$ cat src/rtl/gravador_notas_if.sv
// Song-memory write bus driven by the note recorder.
// Address, data and strobe share one bundle so the memory side sees a single port.
interface gravador_notas_if #(
  parameter int ADDR_W = 6,
  parameter int DUR_W  = 4
);
  logic [ADDR_W-1:0]  mem_endereco;
  logic [4+DUR_W-1:0] mem_dado;
  logic               mem_we;

  modport master (output mem_endereco, mem_dado, mem_we);
  modport slave  (input  mem_endereco, mem_dado, mem_we);
endinterface

$ cat src/rtl/gravador_notas.sv
// Note recorder: captures held keys, times them in metronome ticks and writes
// {code, duration} words to song memory, closing every recording with a zero marker.
module gravador_notas #(
  parameter int ADDR_W = 6,
  parameter int DUR_W  = 4,
  parameter int TECLAS = 12
) (
  input  logic              clock,
  input  logic              reset,
  input  logic              iniciar_gravacao,
  input  logic              parar,
  input  logic [TECLAS-1:0] teclas,
  input  logic              tick_metro,
  gravador_notas_if.master  mem,
  output logic              gravando,
  output logic              memoria_cheia,
  output logic              fim_gravacao,
  output logic [3:0]        db_estado
);

  typedef enum logic [3:0] {
    OCIOSO      = 4'd0,
    PREPARA     = 4'd1,
    ESPERA_NOTA = 4'd2,
    SEGURA      = 4'd3,
    GRAVA       = 4'd4,
    PROXIMO     = 4'd5,
    ESCREVE_FIM = 4'd6,
    FIM         = 4'd7
  } estado_t;

  localparam logic [ADDR_W-1:0] END_ULTIMO = '1;

  estado_t            estado;
  logic [ADDR_W-1:0]  endereco;
  logic [DUR_W-1:0]   duracao;
  logic [3:0]         codigo;
  logic               parar_lat;
  logic               mem_we_r;
  logic [4+DUR_W-1:0] mem_dado_r;
  logic [DUR_W-1:0]   dur_sat;

  // Lowest pressed key wins; code 0 is reserved for "no key".
  function automatic logic [3:0] codigo_de(input logic [TECLAS-1:0] t);
    codigo_de = '0;
    for (int i = TECLAS-1; i >= 0; i--)
      if (t[i]) codigo_de = 4'(i + 1);
  endfunction

  // Duration including this cycle's tick, so a tick on the release cycle still counts.
  assign dur_sat = (tick_metro && duracao != '1) ? duracao + DUR_W'(1) : duracao;

  always_ff @(posedge clock or posedge reset) begin
    if (reset) begin
      estado        <= OCIOSO;
      endereco      <= '0;
      duracao       <= '0;
      codigo        <= '0;
      parar_lat     <= 1'b0;
      mem_we_r      <= 1'b0;
      mem_dado_r    <= '0;
      gravando      <= 1'b0;
      memoria_cheia <= 1'b0;
      fim_gravacao  <= 1'b0;
    end else begin
      mem_we_r <= 1'b0;
      case (estado)
        OCIOSO: if (iniciar_gravacao) begin
          estado        <= PREPARA;
          gravando      <= 1'b1;
          memoria_cheia <= 1'b0;
        end
        PREPARA: begin
          estado    <= ESPERA_NOTA;
          endereco  <= '0;
          duracao   <= '0;
          codigo    <= '0;
          parar_lat <= 1'b0;
        end
        ESPERA_NOTA: begin
          if (parar) begin
            estado     <= ESCREVE_FIM;
            mem_we_r   <= 1'b1;
            mem_dado_r <= '0;
          end else if (|teclas) begin
            estado  <= SEGURA;
            codigo  <= codigo_de(teclas);
            duracao <= DUR_W'(1);
          end
        end
        SEGURA: begin
          duracao <= dur_sat;
          if (!(|teclas) || parar) begin
            estado     <= GRAVA;
            mem_we_r   <= 1'b1;
            mem_dado_r <= {codigo, dur_sat};
            parar_lat  <= parar;
          end
        end
        GRAVA: begin
          estado   <= PROXIMO;
          endereco <= endereco + ADDR_W'(1);
        end
        PROXIMO: begin
          // Last address is kept for the marker, so reaching it ends the take.
          if (endereco == END_ULTIMO || parar_lat) begin
            estado     <= ESCREVE_FIM;
            mem_we_r   <= 1'b1;
            mem_dado_r <= '0;
            if (endereco == END_ULTIMO) memoria_cheia <= 1'b1;
          end else begin
            estado <= ESPERA_NOTA;
          end
        end
        ESCREVE_FIM: begin
          estado       <= FIM;
          gravando     <= 1'b0;
          fim_gravacao <= 1'b1;
        end
        FIM: if (iniciar_gravacao) begin
          estado        <= PREPARA;
          gravando      <= 1'b1;
          fim_gravacao  <= 1'b0;
          memoria_cheia <= 1'b0;
        end
        default: begin
          estado       <= OCIOSO;
          gravando     <= 1'b0;
          fim_gravacao <= 1'b0;
        end
      endcase
    end
  end

  assign mem.mem_endereco = endereco;
  assign mem.mem_dado     = mem_dado_r;
  assign mem.mem_we       = mem_we_r;
  assign db_estado        = estado;

endmodule

$ cat src/flat_wrapper.sv
// flat-port wrapper written by rule: the top's interface ports become plain ports
module gravador_notas_flat 
#(
  parameter int ADDR_W = 6,
  parameter int DUR_W  = 4,
  parameter int TECLAS = 12
)
  (clock, reset, iniciar_gravacao, parar, teclas, tick_metro, gravando, memoria_cheia, fim_gravacao, db_estado, mem_mem_endereco, mem_mem_dado, mem_mem_we);
  gravador_notas_if #(.ADDR_W(ADDR_W), .DUR_W(DUR_W)) mem_i ();
  input  logic clock;
  input  logic reset;
  input  logic iniciar_gravacao;
  input  logic parar;
  input  logic [TECLAS-1:0] teclas;
  input  logic tick_metro;
  output logic gravando;
  output logic memoria_cheia;
  output logic fim_gravacao;
  output logic [3:0] db_estado;
  output wire logic [$bits(mem_i.mem_endereco)-1:0] mem_mem_endereco;
  output wire logic [$bits(mem_i.mem_dado)-1:0] mem_mem_dado;
  output wire logic [$bits(mem_i.mem_we)-1:0] mem_mem_we;
  assign mem_mem_endereco = mem_i.mem_endereco;
  assign mem_mem_dado = mem_i.mem_dado;
  assign mem_mem_we = mem_i.mem_we;
  gravador_notas #(.ADDR_W(ADDR_W), .DUR_W(DUR_W), .TECLAS(TECLAS)) u_core (.clock(clock), .reset(reset), .iniciar_gravacao(iniciar_gravacao), .parar(parar), .teclas(teclas), .tick_metro(tick_metro), .mem(mem_i), .gravando(gravando), .memoria_cheia(memoria_cheia), .fim_gravacao(fim_gravacao), .db_estado(db_estado));
endmodule
$ cat config.mk
export PLATFORM = sky130hd
export DESIGN_NAME = gravador_notas_flat
export DESIGN_NICKNAME = d
export VERILOG_FILES = /design/src/rtl/gravador_notas_if.sv /design/src/rtl/gravador_notas.sv /design/src/flat_wrapper.sv
export SDC_FILE = /design/constraint.sdc
export NUM_CORES = 1
export LEC_CHECK = 0
export CORE_ASPECT_RATIO = 0.5
export CORE_MARGIN = 5
export CORE_UTILIZATION = 60
export CTS_BUF_LIST = sky130_fd_sc_hd__clkbuf_16
export DETAILED_ROUTE_END_ITERATION = 10
export DONT_BUFFER_PORTS = 1
export PLACE_DENSITY = 0.75
export SLEW_MARGIN = 30
export SYNTH_ARGS = -nofsm -noshare
export SYNTH_HDL_FRONTEND = slang
export SYNTH_SLANG_ARGS = --single-unit
$ cat constraint.sdc
create_clock -name clock -period 5.2 [get_ports clock]
set_input_delay 1.56 -clock clock [delete_from_list [all_inputs] [get_ports clock]]
set_output_delay 1.56 -clock clock [all_outputs]
set_load 0.02 [all_outputs]
==> metrics, run 1 <==
status=completed; Critical Path Max Stage Delay=0.55 ns; Worst Path Buf+Inv=0; Worst slew margin=0.3985; Placed Area=1667 sq um; Tmin final=~3.2 ns; crit end category=flip-flop; vias=1,418; post-cts resize count=0; commonest non-fill, non-tap cell in the layout=dfrtp_1; area added between synthesis and finish=8.509%; family with the most delay on the worst path=simple AND/OR/NAND/NOR gates; Pins Over Slew Limit=0; Vert. Die Dim=47.21 microns; core footprint=about 2600 sq um; Hold WS=between 0.4 and 0.5 ns; Final ANT Viol Nets=0; post-layout util=0.6885; clock sinks=30; Max Freq=~310 MHz; GP Congestion=0.8621; worst skew pair latency=between 0.2 and 0.3 ns; nets=199; Yosys warnings=0; # diodes=0; Die ar.=around 4000 sq um; hold crit path type=flip-flop to flip-flop; Synth area leader=dfrtp_1; Crit Path Category=primary input to flip-flop; Crit Path Max Fanout=10; largest net degree at the start of global routing=31; total track usage=0.2161; initial antenna violation count=0; syn avg cell area=9.130 sq um; Yosys top cell area share=0.4518; largest cells by area after synthesis=dfrtp_1 (45%), o21ai_0 (5.1%), a21oi_1 (4.8%), a22o_2 (3.6%), nor2_1 (3.4%); layout cells sized above 1=0.1050; syn_nets=201; Seq/Total Area, Yosys=0.4518; slowest CP cell=or4_4; Pleak=0.0008221 uW; Synth Register Bits=30; drt pass-1 iters=5; placement row count=13; Detail Placement HPWL=2.682 mm; first-pass GRT wire length=6.506 mm; most frequent cells in the layout=dfrtp_1 (30), o21ai_0 (17), a21oi_1 (16); final instance area=1803 sq um; Final setup viols=0; H-tree depth=2; Horiz. Die Dim=between 80 and 90 microns; vias per inst=6.505; CP required=between 5 and 6 ns; pwr/cell area=slightly above 600 nW/um^2; grt ovf=0; Setup TNS=0 ns; slew at the pin closest to its max-slew limit=0.9022 ns; CTS Root Cell=clkbuf_16; Routed WL=3.871 mm; CP Launch Type=primary input; Syn Inst Count=182; # Max-Cap Violations=0; vias in the first global route=around 1,400; crit path DAT=3.34 ns; clk buf depth=2; PortBufs=0; CTS buffer count=5; RSZ-0062 raised after global routing=no; Post-route DRC=0; Initial Util=0.6345; Final Hold Fails=0; CP Cell Sequence=or4_4, nor4_4, nor2_2, a31o_1, mux2_4; wire length per cell=17.76 microns; Post-CTS Setup Bufs=0; I/O Pins=39; Synth Cell Area=1662 sq um; 1st-iter DRT viols=97; Yosys cell types=45; Clock Skew=0.005501 ns; Final period util=0.6116; CTS tree=yes; number of hold buffers added after CTS=0; clock-pin slew on the worst setup and hold paths=0.05 ns; Max VDD drop=338.3 uV
logic make-up after synthesis:
group | Yosys count | share of synthesized area
adder cells (fa/ha/maj) | 2 | 0.01506
buffers and inverters | 21 | 0.05422
other | 1 | 0.002257
XOR/XNOR | 2 | 0.01054
flip-flops | 30 | 0.4518
AO/OA/AOI/OAI | 66 | 0.2643
AND/OR/NAND/NOR | 58 | 0.1868
multiplexers | 2 | 0.01506
cell type report:
type,count,area [sq um]
timing repair buffer,1,7.507
clock buffer,5,125.1
inverter,11,41.29
multi-input combinational,131,820.8
clock inverter,3,11.26
fill,216,815.8
sequential,30,750.7
tap,37,46.29
worst reg2reg max path, delay by kind of cell (launching register included):
kind,cells,cell delay (ns)
and+or+nand+nor,3,0.98
DFF,1,0.93
AOI/OAI and AO/OA,1,0.20
buffers and inverters,1,0.33
sequential cells by signal, indices dropped and copies added, names as in the netlist:
name and cells:
u_core.codigo 4, u_core.db_estado 3, u_core.duracao 4, u_core.fim_gravacao 1, u_core.gravando 1, u_core.mem.mem_dado 8
u_core.mem.mem_endereco 6, u_core.mem.mem_we 1, u_core.memoria_cheia 1, u_core.parar_lat 1
final timing paths:
kind | start | end | slack, ns | depth (start not counted)
setup / recovery | teclas[7] | u_core.mem.mem_dado[3] | 2.02 | 5
min in group asynchronous | reset | u_core.gravando | 1.25 | 2
hold reg to reg | u_core.codigo[2] | u_core.codigo[2] | 0.49 | 1
hold / removal | u_core.codigo[2] | u_core.codigo[2] | 0.49 | 1
setup reg to reg | u_core.db_estado[0] | u_core.mem.mem_dado[6] | 2.70 | 5
max in group asynchronous | reset | u_core.mem.mem_dado[7] | 3.67 | 2
power breakdown:
| group | leakage, uW | internal, uW | switching [uW] |
|---|---|---|---|
| clock | 0.0000663 | 172 | 95.5 |
| sequential | 0.000384 | 314 | 195 |
| combinational | 0.000372 | 135 | 178 |
| total | 0.000822 | 620 | 468 |
Yosys cell counts:
| library cell | n |
|---|---|
| conb_1 | 1 |
| nand3_1 | 6 |
| mux2_4 | 1 |
| nand4_1 | 2 |
| a21oi_1 | 16 |
| nor3_1 | 9 |
| a31oi_1 | 2 |
| ha_1 | 2 |
| o2bb2ai_1 | 3 |
| o21bai_1 | 1 |
| clkbuf_1 | 8 |
| and3_1 | 3 |
| o211ai_1 | 1 |
| a22oi_1 | 5 |
| nor2_2 | 1 |
| buf_6 | 1 |
| a21o_1 | 2 |
| nor2_1 | 15 |
| a2111oi_0 | 1 |
| o211a_1 | 1 |
| and4b_1 | 1 |
| a22o_1 | 2 |
| or3_1 | 1 |
| a21o_2 | 1 |
| nor2b_1 | 1 |
| xnor2_1 | 1 |
| a31o_1 | 1 |
| xor2_1 | 1 |
| a22o_2 | 6 |
| or4b_2 | 1 |
| o22ai_1 | 2 |
| nor4bb_1 | 1 |
| buf_4 | 1 |
| nand2_1 | 13 |
| o21a_1 | 1 |
| dfrtp_1 | 30 |
| nor4_4 | 1 |
| a32o_1 | 1 |
| o21ai_0 | 17 |
| or4_4 | 2 |
| a41oi_1 | 1 |
| nor4_1 | 1 |
| inv_1 | 11 |
| o31ai_1 | 2 |
| mux2i_1 | 1 |
metrics by stage:
stage                     setup slack (ns)  power, uW  cells
after detailed placement             1.759      817.8    210
final                                2.020       1088    218
after global placement               1.830      807.1    210
after floorplan                      1.890      749.2    182
after global routing                 1.926       1164    218
after CTS                            2.053       1094    218
layer usage:
layer | part of all wire | up-vias | global-route usage
met2 | 0.44 | 64 | 0.3527
li1 | - | 672 | -
met1 | 0.45 | 674 | 0.2661
met4 | 0.017 | 0 | 0.1073
met5 | 0 | - | 0
met3 | 0.091 | 8 | 0.07706
No activity file was read; power rests on OpenSTA's default activity.
==> inputs of run 2 (changes only) <==
Settings changed: CORE_UTILIZATION 60 to 56, PLACE_DENSITY 0.75 to 0.73.
Clock period 5.2 ns to 2.73 ns, I/O delays scaled along.
==> run 2 against run 1 <==
Compared with the run above:
- register-to-register slack worse by 2.1 ns
- die area grew 5.9%
- sequential share of layout area down 1.5 points
- critical path depth is the same
- clock power rose by 97%
- total power up 100%
- combinational power rose by 140%
- critical path type unchanged
- wire length increased by 6.3%
- final cell count rose by 3.7%
- via count increased by 4.7%
==> metrics, run 2 (synthesized netlist as in run 1, its figures left out) <==
status=completed; number of hold buffers added after CTS=0; Max VDD drop=between 500 and 600 uV; clk buf depth=2; clock-pin slew on the worst setup and hold paths=0.05 ns; worst skew pair latency=around 0.28 ns; slowest CP cell=or4_4; first-pass GRT wire length=7.107 mm; vias=1,484; nets=207; Pins Over Slew Limit=0; vias in the first global route=around 1,400; # Max-Cap Violations=0; Post-route DRC=0; CTS Root Cell=clkbuf_16; CP Launch Type=primary input; GP Congestion=0.8314; Vert. Die Dim=approximately 49 microns; CTS buffer count=5; Die ar.=4223 sq um; Crit Path Max Fanout=10; crit end category=flip-flop; Post-CTS Setup Bufs=0; RSZ-0062 raised after global routing=no; Detail Placement HPWL=2.965 mm; pwr/cell area=1164 nW/um^2; max FFs per register=8; I/O Pins=39; # diodes=0; CP required=2.89 ns; # fillers=227; Final Power=around 2200 uW; CP Cell Sequence=or4_4, nor4_4, nor2_2, a31o_1, mux2_4; initial antenna violation count=0; hold crit path type=primary input to asynchronous set/reset pin; CTS tree=yes; PortBufs=0; grt ovf=0; Max Freq=441.7 MHz; placement row count=13; Horiz. Die Dim=87.04 microns; Initial Util=0.6117; final instance area=1868 sq um; most frequent cells in the layout=dfrtp_1 (30), o21ai_0 (17), a21oi_1 (16); slew at the pin closest to its max-slew limit=0.5229 ns; Worst slew margin=0.6510; vias per inst=6.566; Placed Area=roughly 1700 sq um; Crit Path Category=primary input to flip-flop; Routed WL=~4 mm; drt pass-1 iters=4; H-tree depth=2; largest net degree at the start of global routing=21; layout cells sized above 1=0.1534; clock sinks=30; Reg2Reg Depth=6; wire length per cell=18.21 microns; Final period util=0.8292; commonest non-fill, non-tap cell in the layout=dfrtp_1; Critical Path Max Stage Delay=0.53 ns; total track usage=0.2160; crit path DAT=2.43 ns; 1st-iter DRT viols=133; Pleak=0.0008623 uW; post-cts resize count=0; Final Hold Fails=0; core footprint=2716 sq um; Final setup viols=0; Setup TNS=0 ns; Clock Skew=0.007734 ns; Final ANT Viol Nets=0; Tmin final=about 2.3 ns; area added between synthesis and finish=12.42%
-- run 2: worst max-delay path: cells and delay by family --
family	cells	cell delay [ns]
AOI/OAI and AO/OA	1	0.37
and+or+nand+nor	3	0.89
muxes	1	0.34
-- run 2: layout make-up --
class	instances	area (sq um)	area share
Inverter	11	41.29	0.02210
Clock inverter	3	16.27	0.008707
Sequential cell	30	750.7	0.4019
Timing Repair Buffer	9	67.56	0.03617
Clock buffer	5	125.1	0.06698
Tap cell	37	46.29	0.02478
Multi-Input combinational cell	131	820.8	0.4394
-- run 2: path summary, 6_finish.rpt --
kind,from,endpoint,slack (ns)
min in group clock,u_core.codigo[2],u_core.codigo[2],0.49
setup / recovery,teclas[7],u_core.mem.mem_dado[3],0.47
max in group asynchronous,reset,u_core.codigo[1],1.63
hold / removal,reset,u_core.mem.mem_endereco[0],0.46
setup reg to reg,u_core.mem.mem_endereco[0],u_core.mem.mem_dado[3],0.57
hold reg to reg,u_core.codigo[2],u_core.codigo[2],0.49
-- run 2: through the flow --
| stage | cells | setup WS [ns] | hold slack [ns] | utilization |
|---|---|---|---|---|
| after global routing | 226 | 0.4098 | 0.4965 | 0.6877 |
| final | 226 | 0.4662 | 0.4622 | 0.6877 |
| after global placement | 218 | 0.1963 | 0.4800 | 0.6357 |
| after floorplan | 182 | 0.1611 | 0.4571 | - |
| after detailed placement | 218 | 0.1626 | 0.4872 | 0.6357 |
| after CTS | 226 | 0.4598 | 0.4789 | 0.6877 |
-- run 2: metal layers --
layer,track usage,up-vias,wire length (microns)
met1,0.2992,699,1795
met2,0.2985,90,1742
met4,0.06736,0,59
li1,-,686,-
met5,0,-,0
met3,0.09612,9,518
-- run 2: where the power goes --
part           switching [uW]  internal [uW]
Combinational             453            310
Clock                     194            332
Sequential                287            599
